<file path="src/rtl/mac_seq_ctrl.sv">
// mac_seq_ctrl: sequencer for the MAC datapath.
//
// Accepts a start command with a vector length, pulls 4-bit operand pairs over
// a valid/ready stream, drives each pair into the external mul4 multiplier via
// registered operands, and accumulates the 8-bit product into an ACC_W-bit
// accumulator. Pulses done for one cycle when the final sum is on result.
//
// Optional build macro: MAC_SATURATE_EN
//   defined   -> accumulator clamps to all-ones on carry-out (sticky for the vector)
//   undefined -> accumulator wraps modulo 2^ACC_W
//   ovf is set on carry-out in both builds.
//
// Ports:
//   clk       system clock, rising edge
//   rst       synchronous active-high reset
//   start     begin a new dot product (sampled in IDLE only)
//   len       number of operand pairs (sampled with start)
//   in_valid  operand pair on a/b valid
//   in_ready  controller accepts a pair this cycle (RUN state)
//   a, b      4-bit operands
//   mul_a     registered operand to mul4 input a
//   mul_b     registered operand to mul4 input b
//   mul_p     8-bit product from mul4 (combinational from mul_a/mul_b)
//   busy      high in every state except IDLE
//   done      one-cycle pulse when result is final
//   result    accumulator value
//   ovf       sticky overflow flag for the current vector
//
// State | meaning
// IDLE  | waiting for start
// RUN   | waiting for an operand pair handshake
// ACC   | product of the captured pair is added into the accumulator
// DONE  | result final, done pulses for this one cycle
module mac_seq_ctrl #(
    parameter int ACC_W = 16,
    parameter int LEN_W = 4
) (
    input  logic             clk,
    input  logic             rst,
    input  logic             start,
    input  logic [LEN_W-1:0] len,
    input  logic             in_valid,
    output logic             in_ready,
    input  logic [3:0]       a,
    input  logic [3:0]       b,
    output logic [3:0]       mul_a,
    output logic [3:0]       mul_b,
    input  logic [7:0]       mul_p,
    output logic             busy,
    output logic             done,
    output logic [ACC_W-1:0] result,
    output logic             ovf
);

    typedef enum logic [1:0] {
        IDLE = 2'd0,
        RUN  = 2'd1,
        ACC  = 2'd2,
        DONE = 2'd3
    } state_t;

    state_t           state;
    state_t           state_next;
    logic [ACC_W-1:0] acc;
    logic [LEN_W-1:0] remaining;
    logic [ACC_W:0]   sum;

    // One extra bit so the carry-out is visible for the overflow flag.
    assign sum    = {1'b0, acc} + {{(ACC_W - 7){1'b0}}, mul_p};
    assign result = acc;

    always_ff @(posedge clk) begin
        if (rst) begin
            state <= IDLE;
        end else begin
            state <= state_next;
        end
    end

    always_comb begin
        state_next = state;
        in_ready   = 1'b0;
        busy       = 1'b1;
        done       = 1'b0;
        case (state)
            IDLE: begin
                busy = 1'b0;
                if (start) begin
                    state_next = (len != '0) ? RUN : DONE;
                end
            end
            RUN: begin
                in_ready = 1'b1;
                if (in_valid) begin
                    state_next = ACC;
                end
            end
            ACC: begin
                state_next = (remaining == LEN_W'(1)) ? DONE : RUN;
            end
            DONE: begin
                done       = 1'b1;
                state_next = IDLE;
            end
            default: begin
                state_next = IDLE;
            end
        endcase
    end

    always_ff @(posedge clk) begin
        if (rst) begin
            acc       <= '0;
            ovf       <= 1'b0;
            remaining <= '0;
            mul_a     <= '0;
            mul_b     <= '0;
        end else begin
            case (state)
                IDLE: begin
                    if (start) begin
                        acc       <= '0;
                        ovf       <= 1'b0;
                        remaining <= len;
                    end
                end
                RUN: begin
                    if (in_valid) begin
                        mul_a <= a;
                        mul_b <= b;
                    end
                end
                ACC: begin
                    remaining <= remaining - LEN_W'(1);
                    if (sum[ACC_W]) begin
                        ovf <= 1'b1;
`ifdef MAC_SATURATE_EN
                        acc <= '1;
`else
                        acc <= sum[ACC_W-1:0];
`endif
                    end else begin
                        acc <= sum[ACC_W-1:0];
                    end
                end
                default: begin
                end
            endcase
        end
    end

endmodule

</file>
<file path="config.mk">
export PLATFORM = sky130hd
export DESIGN_NAME = mac_seq_ctrl
export DESIGN_NICKNAME = d
export VERILOG_FILES = /design/src/rtl/mac_seq_ctrl.sv
export SDC_FILE = /design/constraint.sdc
export NUM_CORES = 1
export LEC_CHECK = 0
export CAP_MARGIN = 10
export CORE_MARGIN = 5
export CORE_UTILIZATION = 50
export CTS_CLUSTER_DIAMETER = 120
export DETAILED_ROUTE_END_ITERATION = 6
export PLACE_DENSITY_LB_ADDON = 0.1
export SLEW_MARGIN = 20
export SYNTH_ARGS = -nofsm -noshare
export SYNTH_HDL_FRONTEND = slang
export SYNTH_SLANG_ARGS = --single-unit
</file>
<file path="constraint.sdc">
create_clock -name clk -period 3.9 [get_ports clk]
set_input_delay 0.78 -clock clk [delete_from_list [all_inputs] [get_ports clk]]
set_output_delay 0.78 -clock clk [all_outputs]
set_load 0.01 [all_outputs]
</file>
==> results_dict.tcl <==
set metrics [dict create \
    peakVddDrop_uv 207 \
    timing.rr.start "result[0]" \
    critical_path.cell_chain "clkdlybuf4s50_1 > ha_1 > inv_1 > fa_1 > nand2b_1 > a21oi_2 > o211ai_2 > or3_1 > a21oi_1" \
    timing.critical_path.slowest_cell_delay_ns 0.46 \
    hold_path.startpoint "mul_b[0]" \
    port_buffers 51 \
    clockRootBuffer "sky130_fd_sc_hd__clkbuf_4" \
    use_met3_pct 4.21 \
    timing.final.hold_violations 0 \
    post_cts.repair.setup_buffers 0 \
    synth_edf_count 0 \
    insertedDiodeCount 0 \
    quantity_of_gates_resized_following_cts 0 \
    synth_top_cell_by_area "sky130_fd_sc_hd__dfxtp_1" \
    p_int_uw 500 \
    timing.critical_path.arrival_ns 3.03 \
    die_span_in_y_um 68.8 \
    cp_data_required_time_ns 4.16 \
    grt_use_met1_pct 26.1 \
    netlist_instances 211 \
    worst_slew_margin_rel_pct 64.2 \
    cts_max_level 2 \
    netlist_top_cells_count "sky130_fd_sc_hd__dfxtp_1, sky130_fd_sc_hd__a21oi_1, sky130_fd_sc_hd__nand2_1" \
    width_of_the_die_um 68.8 \
    maximum_count_of_clock_buffers_along_a_single_path 2 \
    cts_buffers 5 \
    syn2layout_area_growth_pct 36.4 \
    asyncSetResetFlopFracSynth_pct 0 \
    place.detailed.hpwl_um 3230 \
    clock_sink_count 31 \
    finalWeightedCongestion 0.790 \
    route.antenna.remaining_nets 0 \
    ys_warn_count 0 \
    place.detailed.instances 303 \
    number_of_global_route_vias_before_repair 1500 \
    final.setup.tns_ns 0 \
    worst_clock_skew_ns 0.00897 \
    hold_path_end "mul_b[0]" \
    postLayoutCoreUtil_pct 70.6 \
    crit_path_top_delay_cell "sky130_fd_sc_hd__clkdlybuf4s50_1" \
    globalRoute.totalOverflow 0 \
    worstSetupPathType "in -> reg" \
    drv.max_cap_violation_count 0 \
    via_per_inst 5.36 \
    initialDrtViolationCount 96 \
    yosysSeqAreaShare_pct 35.9 \
    drcViolationCount 0 \
    fin_total_pwr_uw 687 \
    antenna_found_initial 0 \
    global_route_wire_length_before_repair_um 6990 \
    power.clock.fraction_pct 31.8 \
    crit_path_max_fanout 7 \
    final_layout_size_suffix_gt1_share_pct 8.30 \
    setup_viol_count_final 0 \
    final_critical_path_setup_slack_ns 1.14 \
    post_synth_instance_area_um2 1730 \
    finalWorstPathRequiredPeriod_ns 2.76 \
    power_frac_comb_pct 19.0 \
    worst_setup_path_start_kind "input pin" \
    yosys.cell_count.top_type "sky130_fd_sc_hd__dfxtp_1" \
    ys_top_cells_by_area "sky130_fd_sc_hd__dfxtp_1, sky130_fd_sc_hd__ha_1, sky130_fd_sc_hd__a21oi_1" \
    switching_share_pct 27.2 \
    switching_power_uw 187 \
    worst_setup_hold_path_clk_slew_ns 0.09 \
    total_die_area_um2 4730 \
    critPathCaptureType "flip-flop" \
    totalWireLength_um 4240 \
    final-instance-count-excl-fill 311 \
    post_synth.cell_area_avg_um2 8.18 \
    slew_violations 0 \
    groute.usage.overall_pct 19.5 \
    yosys_most_used_dff "sky130_fd_sc_hd__dfxtp_1" \
    synth_nets 246 \
    fmax_mhz 362 \
    start_util_pct 51.7 \
    worst_slack_placed_ns 0.803 \
    fp.coreArea_um2 3340 \
    rows 21 \
    tightestPinTransition_ns 0.536 \
    regToRegEndpoint "ovf" \
    yosys_register_bits 31 \
    cts_tree "built" \
    status "completed" \
    worst-r2r-cell-count 8 \
    layout.filler_cells 293 \
    depth_of_the_worst_hold_timing_path 2 \
    synth.lib_cells_used.distinct 44 \
    seqPwrFrac_pct 49.2 \
    avgRoutedWirePerCell_um 13.6 \
    cts-hold-fix-buffers 0 \
    final.period_utilization_pct 70.8 \
    via_count 1666 \
    total_leakage_power_nw 0.856 \
    clock_insertion_delay_worst_skew_ns 0.34 \
    use_met2_pct 29.9 \
    largest_net_degree_at_the_start_of_global_routing 15 \
    netlist.area_leader.share_pct 35.9 \
    rsz0062_at_grt "no" \
    reg2reg_setup_slack_ns 1.66 \
    hold_path.class "reg -> reg" \
    total_power_per_unit_cell_area_nw_per_um2 292 \
    io-pin-count 52 \
    fin_nets 299 \
    drt_first_pass_iters 4 \
    grt_busiest_layer "met2" \
]
[critical path: cells and delay by family]
family | cells | cell delay, ns
adders and majority gates | 2 | 0.57
buffers and inverters | 2 | 0.52
and+or+nand+nor | 2 | 0.60
AOI/OAI and AO/OA | 3 | 0.56
[power groups by stage]
stage,clock network [mW],logic [mW],registers (mW)
2_1_floorplan,0,0.0743,0.343
5_1_grt,0.242,0.143,0.340
3_5_place_dp,0,0.130,0.345
6_report,0.218,0.130,0.338
3_3_place_gp,0,0.129,0.345
4_1_cts,0.224,0.131,0.338
[cells in the final DEF (no fill, tap or decap), drive strengths merged, types with 2 or more instances in the layout]
master,netlist,layout
nand3,12,12
a32oi,2,2
o21bai,3,3
a31oi,2,2
a21o,2,2
inv,10,10
xor2,2,2
and2,2,2
o22ai,2,2
nand2,21,21
clkbuf,7,8
xnor2,2,2
o311ai,2,2
nor3,6,6
a211oi,9,9
o21ai,13,13
o211ai,5,5
a21oi,22,22
nor2b,3,3
nor2,19,19
dfxtp,31,31
ha,10,10
clkdlybuf4s50,0,51
or3,7,7
buf,1,3
nand2b,6,6
[stage by stage]
step           area (um2)  hold WS [ns]
2_1_floorplan        1730         0.481
3_3_place_gp         2290         0.442
3_5_place_dp         2290         0.453
4_1_cts              2350         0.466
5_1_grt              2350         0.484
6_report             2350         0.461
[cell families (layout without fill, tap and decap cells)]
kind of cell    Yosys count  after routing  synth area share, %
simple gates             80             80                 22.4
compound gates           66             66                 26.7
flops                    31             31                 35.9
buf+inv                  18             72                 3.99
fa+ha+maj                11             11                 8.41
xor+xnor                  4              4                 2.03
mux                       1              1                0.580
[area by class of cell]
| cell class | instances | area, um2 | area share [%] |
|---|---|---|---|
| repair buffers | 54 | 533 | 22.6 |
| flip-flops and latches | 31 | 621 | 26.4 |
| clock buffers | 8 | 68.8 | 2.92 |
| well taps | 46 | 57.6 | 2.44 |
| inverters | 10 | 37.5 | 1.59 |
| multi-input cells | 162 | 1040 | 44.0 |
[flip-flops by register name, indices dropped and copies added (netlist names)]
name and count:
ovf 1, result 16, mul_b 4, state 2, remaining 4, mul_a 4
[how the worst max path moves through the flow]
stage,startpoint,to,slack [ns],cells after the start
CTS,mul_p[0],ovf,1.15,9
global route,mul_p[0],ovf,0.97,9
global placement,mul_p[0],ovf,0.85,9
floorplan,mul_p[0],ovf,1.44,8
finish,mul_p[0],ovf,1.14,9
detailed placement,mul_p[0],ovf,0.80,9
[routing by layer]
metal  vias to the layer above  share of wire [%]
met3                         8                5.8
met1                       747                 48
li1                        869                  -
met5                         -                  0
met2                        42                 45
met4                         0                1.7
No activity file was read; power rests on OpenSTA's default activity.
